==> config.mk <==
export PLATFORM = sky130hd
export DESIGN_NAME = vram_write_arbiter
export DESIGN_NICKNAME = d
export VERILOG_FILES = /design/src/rtl/vram_arb_pkg.sv /design/src/rtl/sync_fifo.sv /design/src/rtl/vram_write_arbiter.sv
export SDC_FILE = /design/constraint.sdc
export NUM_CORES = 1
export LEC_CHECK = 0
export CORE_ASPECT_RATIO = 1.4
export CORE_UTILIZATION = 56
export CTS_CLUSTER_SIZE = 40
export DETAILED_ROUTE_END_ITERATION = 10
export DONT_BUFFER_PORTS = 1
export GPL_ROUTABILITY_DRIVEN = 1
export PLACE_DENSITY = 0.71
export SYNTH_ARGS = -nofsm -noshare
export SYNTH_HDL_FRONTEND = slang
export SYNTH_SLANG_ARGS = --single-unit
==> constraint.sdc <==
create_clock -name clk_i -period 2.1 [get_ports clk_i]
set_input_delay 0.42 -clock clk_i [delete_from_list [all_inputs] [get_ports clk_i]]
set_output_delay 0.42 -clock clk_i [all_outputs]
set_load 0.02 [all_outputs]
==> src/rtl/vram_arb_pkg.sv <==
// Shared types and default sizing for the VRAM write arbiter.
package vram_arb_pkg;

  localparam int unsigned DEF_ADDR_WIDTH   = 18;
  localparam int unsigned DEF_DATA_WIDTH   = 2;
  localparam int unsigned DEF_FIFO_DEPTH   = 4;
  localparam int unsigned DEF_STARVE_LIMIT = 8;
  localparam int unsigned STARVE_W         = 8;

  typedef enum logic {
    ST_GAME  = 1'b0,
    ST_FORCE = 1'b1
  } arb_state_e;

endpackage

==> src/rtl/sync_fifo.sv <==
// Single-clock FIFO with occupancy count; no read bypass, so a push is visible one cycle later.
module sync_fifo #(
  parameter  int unsigned WIDTH = 20,
  parameter  int unsigned DEPTH = 4,
  localparam int unsigned LVL_W = $clog2(DEPTH) + 1
) (
  input  logic             clk_i,
  input  logic             reset_i,
  input  logic             push,
  input  logic [WIDTH-1:0] push_data,
  input  logic             pop,
  output logic [WIDTH-1:0] pop_data,
  output logic             full,
  output logic             empty,
  output logic [LVL_W-1:0] level
);

  localparam int unsigned PTR_W = $clog2(DEPTH);

  logic [WIDTH-1:0] mem [DEPTH];
  logic [PTR_W-1:0] wr_ptr;
  logic [PTR_W-1:0] rd_ptr;
  logic [LVL_W-1:0] count;
  logic             do_push;
  logic             do_pop;

  // A full FIFO refuses pushes even when it pops in the same cycle.
  assign do_push = push & ~full;
  assign do_pop  = pop & ~empty;

  always_ff @(posedge clk_i or posedge reset_i) begin
    if (reset_i) begin
      wr_ptr <= '0;
      rd_ptr <= '0;
      count  <= '0;
    end else begin
      if (do_push) wr_ptr <= wr_ptr + PTR_W'(1);
      if (do_pop)  rd_ptr <= rd_ptr + PTR_W'(1);
      count <= count + LVL_W'(do_push) - LVL_W'(do_pop);
    end
  end

  always_ff @(posedge clk_i) begin
    if (do_push) mem[wr_ptr] <= push_data;
  end

  assign pop_data = mem[rd_ptr];
  assign full     = (count == LVL_W'(DEPTH));
  assign empty    = (count == '0);
  assign level    = count;

endmodule

==> src/rtl/vram_write_arbiter.sv <==
// Merges game-state writes (priority) and buffered mouse-draw writes onto one VRAM write port,
// forcing one draw write after STARVE_LIMIT consecutive game grants while draws wait.
module vram_write_arbiter
  import vram_arb_pkg::*;
#(
  parameter int unsigned ADDR_WIDTH   = DEF_ADDR_WIDTH,
  parameter int unsigned DATA_WIDTH   = DEF_DATA_WIDTH,
  parameter int unsigned FIFO_DEPTH   = DEF_FIFO_DEPTH,
  parameter int unsigned STARVE_LIMIT = DEF_STARVE_LIMIT
) (
  input  logic                          clk_i,
  input  logic                          reset_i,
  input  logic                          gst_req_i,
  input  logic [ADDR_WIDTH-1:0]         gst_addr_i,
  input  logic [DATA_WIDTH-1:0]         gst_data_i,
  output logic                          gst_gnt_o,
  input  logic                          mpd_valid_i,
  input  logic [ADDR_WIDTH-1:0]         mpd_addr_i,
  input  logic [DATA_WIDTH-1:0]         mpd_data_i,
  output logic                          mpd_ready_o,
  output logic                          vram_wr_en_o,
  output logic [ADDR_WIDTH-1:0]         vram_wr_address_o,
  output logic [DATA_WIDTH-1:0]         vram_wr_data_o,
  output logic [$clog2(FIFO_DEPTH):0]   fifo_level_o
);

  localparam int unsigned LVL_W   = $clog2(FIFO_DEPTH) + 1;
  localparam int unsigned ENTRY_W = ADDR_WIDTH + DATA_WIDTH;

  logic               fifo_full;
  logic               fifo_empty;
  logic [LVL_W-1:0]   fifo_level;
  logic [ENTRY_W-1:0] fifo_head;
  logic               fifo_push;

  arb_state_e          state_q;
  arb_state_e          state_d;
  logic [STARVE_W-1:0] starve_q;
  logic [STARVE_W-1:0] starve_d;
  logic                gnt;
  logic                pop;

  // Ready is held low during reset so nothing is accepted into a FIFO being cleared.
  assign mpd_ready_o = ~fifo_full & ~reset_i;
  assign fifo_push   = mpd_valid_i & mpd_ready_o;

  sync_fifo #(
    .WIDTH (ENTRY_W),
    .DEPTH (FIFO_DEPTH)
  ) u_fifo (
    .clk_i     (clk_i),
    .reset_i   (reset_i),
    .push      (fifo_push),
    .push_data ({mpd_addr_i, mpd_data_i}),
    .pop       (pop),
    .pop_data  (fifo_head),
    .full      (fifo_full),
    .empty     (fifo_empty),
    .level     (fifo_level)
  );

  always_ff @(posedge clk_i or posedge reset_i) begin
    if (reset_i) begin
      state_q  <= ST_GAME;
      starve_q <= '0;
    end else begin
      state_q  <= state_d;
      starve_q <= starve_d;
    end
  end

  // Grant/pop decision and starvation tracking.
  always_comb begin
    state_d  = state_q;
    starve_d = starve_q;
    gnt      = 1'b0;
    pop      = 1'b0;
    case (state_q)
      ST_GAME: begin
        if (gst_req_i && !reset_i) begin
          gnt = 1'b1;
          if (fifo_empty) begin
            starve_d = '0;
          end else begin
            starve_d = starve_q + STARVE_W'(1);
            if (starve_d == STARVE_W'(STARVE_LIMIT)) state_d = ST_FORCE;
          end
        end else if (!fifo_empty) begin
          pop      = 1'b1;
          starve_d = '0;
        end else begin
          starve_d = '0;
        end
      end
      ST_FORCE: begin
        pop      = ~fifo_empty;
        starve_d = '0;
        state_d  = ST_GAME;
      end
    endcase
  end

  // Registered write port; address and data hold when no write is issued.
  always_ff @(posedge clk_i or posedge reset_i) begin
    if (reset_i) begin
      vram_wr_en_o      <= 1'b0;
      vram_wr_address_o <= '0;
      vram_wr_data_o    <= '0;
    end else begin
      vram_wr_en_o <= gnt | pop;
      if (gnt) begin
        vram_wr_address_o <= gst_addr_i;
        vram_wr_data_o    <= gst_data_i;
      end else if (pop) begin
        {vram_wr_address_o, vram_wr_data_o} <= fifo_head;
      end
    end
  end

  assign gst_gnt_o    = gnt;
  assign fifo_level_o = fifo_level;

endmodule

==> results.md <==
- Max Cap Viol: 0
- Crit Path Category: reg2reg
- WL/cell: roughly 20 microns
- Final Cell Area: 5803 sq um
- Post-DP Area: 4922 sq um
- DIE WIDTH: 78.83 microns
- Crit. Startpoint: state_q
- Predominant post-synthesis flop cell: edfxtp_1
- Clock slew at reported path FFs: 60 ps
- Flop pwr share: 40.7%
- Buf/Inv on CP: 3
- Sw power: 2.397 mW
- Critical Path Slowest Stage Cell: or3b_4
- Met3 WL post-DR: 467 microns
- Post-DRT Antenna Nets: 0
- R2r worst-path depth: 10
- Number of I/O port buffers: 0
- Share of the synthesized area in the top cell type: 51.91%
- Int Power: 6.004 mW
- Sequential share of the synthesized area: 71.91%
- CP Data Arrival Time: 2490 ps
- Mapped cell area: between 4000 and 5000 sq um
- Hold Path Class: in2reg
- Vias per std cell: 5.911
- CTS H-tree depth: 4
- Total number of vias: 2,471
- Post-synth EDFFs: 80
- Die area: 8637 sq um
- RSZ-0062 raised after global routing: true
- I/O pin count: 70
- Largest net degree at the start of global routing: 25
- CP Cell Sequence: or3b_4, inv_4, nor2_4, ha_4, inv_2, ha_4, inv_2, fa_2, xnor2_2, xnor2_1
- Clk buf depth: 2
- Power share of the combinational group: 23.6%
- Syn Nets: roughly 300
- Sw Share: roughly 29%
- GPL Wtd Cong: 0.7498
- Crit path depth: 10
- Starting DRC count in detailed routing: 125
- Area Growth Syn to Fin: 25.39%
- Worst-skew pair later-pin latency: 520 ps
- Relative slew slack: 51.57%
- Peak Freq: 0.4800 GHz
- Commonest cells in the netlist: edfxtp_1 (80), dfrtp_1 (37), and3_1 (21)
- Min Tclk post-route: 2083 ps
- Vias in the first global route: between 2k and 3k
- GRT Total Usage: a little under a quarter
- TritonCTS buffer count: 17
- Seq cells post-synth: roughly 120
- Final wirelength: 8.498 mm
- Worst-path fanout max: 2
- Met2 WL: 4.325 mm
- Worst r2r dst: u_fifo.level[2]
- P_leak: 2.194 nW
- TritonRoute pass-1 iters: 5
- Synthesis warning total: 0
- Crit path largest cell delay: a little over 400 ps
- Hold Slack: ~47 ps
- Mapped Cells: 255
- Initial antenna violation count: 0
- Setup Slack @ Placement: -64.99 ps
- Largest cells by area after synthesis: edfxtp_1 (52%), dfrtp_1 (20%), mux4_2 (8.8%), a221o_1 (4.3%), and3_1 (2.8%)
- Final setup violation count: 0
- Pins Over Slew Limit: 0
- CTS tree: built
- Dominant cell by count in the synthesized netlist: edfxtp_1
- Core area: 7893 sq um
- Die Ht: about 110 microns
- Fin cells: 418
- # nets final: between 300 and 400
- Part of the cycle the worst path needs: between 90 and 100%
- Setup ws final: around 17 ps
- Reg-to-Reg Start: state_q
- # diodes: 0
- Num rows: 38
- Avg Inst Size Synth: 18.15 sq um
- Initial core utilization: 58.64%
- Skew final: 5.840 ps
- Largest area contributor in the netlist: edfxtp_1
- Post-route DRC violation count: 0
- Max VDD drop: 856.9 uV
- Critical Path RT: 2500 ps
- First-pass GRT wire length: ~14 mm
- CP Launch Type: register
- Final hold violations: 0
- CP delay by family, top: adder cells
- CP Capture Point: u_fifo.level[2]
- CP endpoint kind: register
- Grt ovf: 0
- Setup slack, reg-to-reg: 20 ps
- Dpl cells: 365
- M1 WL: 3.464 mm
- Yosys cell types: 31
- Final HPWL DP: 5.228 mm
- Measured slew at the worst slew-check pin: 726.5 ps
- Outcome: finished clean
- Layout cell share with drive strength beyond 1: 25.79%
- # clock sinks: 117
- Top Metal Used: met4
- CTS Root Cell: clkbuf_8
- FFs w/ async S/R, synth: a little under a third
- Clock power share: a little over a third
- PwrDens: roughly 1400 nW/um^2
-- routing by layer --
metal / track usage [%] / vias to the layer above
met5: 0 / -
met4: 13.25 / 0
met3: 7.967 / 19
met2: 36.02 / 73
met1: 26.89 / 1254
li1: - / 1125
-- timing repair --
item                                   in CTS  in global routing
setup endpoints to repair                   2                  3
endpoints found under the hold margin      91                  0
hold buffers                               21                  0
pin swaps                                   0                  1
setup buffers                               0                  0
gates resized for setup                     1                  9
-- cell type report --
cell class | count | area, sq um
inverter | 10 | 40.04
clock inverter | 14 | 209.0
sequential | 117 | 3328
clock buffer | 18 | 417.9
tap | 100 | 125.1
timing repair buffer | 43 | 441.7
fill | 502 | 2090
multi-input combinational | 116 | 1241
-- placed cells by master, fill, tap and decap left out, drive strengths merged --
cell	count
a211oi	1
a21oi	4
a221o	20
and2	4
and3	21
buf	22
bufinv	5
clkbuf	18
clkinv	7
clkinvlp	2
dfrtp	37
dlygate4sd3	21
edfxtp	80
fa	1
ha	7
inv	10
mux2	1
mux4	20
nand2	4
nand3	4
nor2	8
nor2b	1
nor3	2
nor4b	1
o2111a	1
o21ai	2
o31ai	1
or3	3
or3b	1
or4	1
xnor2	5
xor2	3
-- through the flow --
| step | TNS [ps] | total power, mW | utilization, % |
|---|---|---|---|
| after floorplan | -64.25 | 4.772 | - |
| after CTS | -39.69 | 8.398 | 73.07 |
| after detailed placement | -64.99 | 5.311 | 62.37 |
| final | 0 | 8.400 | 73.53 |
| after global routing | -54.58 | 8.772 | 73.53 |
| after global placement | -22.85 | 5.248 | 62.37 |
-- power by group through the flow --
stage               Sequential, mW  Clock [mW]  Combinational, mW
finish                        3.42        3.00               1.98
detailed placement            3.46           0               1.85
global route                  3.47        3.14               2.16
floorplan                     3.47           0               1.31
global placement              3.44           0               1.81
CTS                           3.43        3.03               1.95
-- how the worst min path moves through the flow --
stage,start,to,slack [ps],cells after the start
3_5_place_dp,reset_i,state_q,350,1
3_3_place_gp,reset_i,state_q,350,1
4_1_cts,gst_addr_i[9],vram_wr_address_o[9],20,1
5_1_grt,gst_addr_i[11],vram_wr_address_o[11],30,1
2_1_floorplan,starve_q[0],starve_q[0],430,1
6_report,gst_addr_i[4],vram_wr_address_o[4],50,1
-- cells by family (layout without fill, tap and decap cells) --
group / Yosys count / count (layout) / share of synthesized area, %
flops: 117 / 117 / 71.91
mux: 21 / 21 / 10.14
simple gates: 50 / 50 / 6.272
xor+xnor: 8 / 8 / 1.514
fa+ha+maj: 8 / 8 / 2.325
buf+inv: 22 / 85 / 2.190
compound gates: 29 / 29 / 5.650
-- sequential cells by signal, summed over array words and instances (netlist names) --
signal and count:
starve_q 8, u_fifo.mem 80, vram_wr_en_o 1, state_q 1, vram_wr_address_o 18, vram_wr_data_o 2, u_fifo.wr_ptr 2, u_fifo.level 3
u_fifo.rd_ptr 2
No activity file was read; power rests on OpenSTA's default activity.
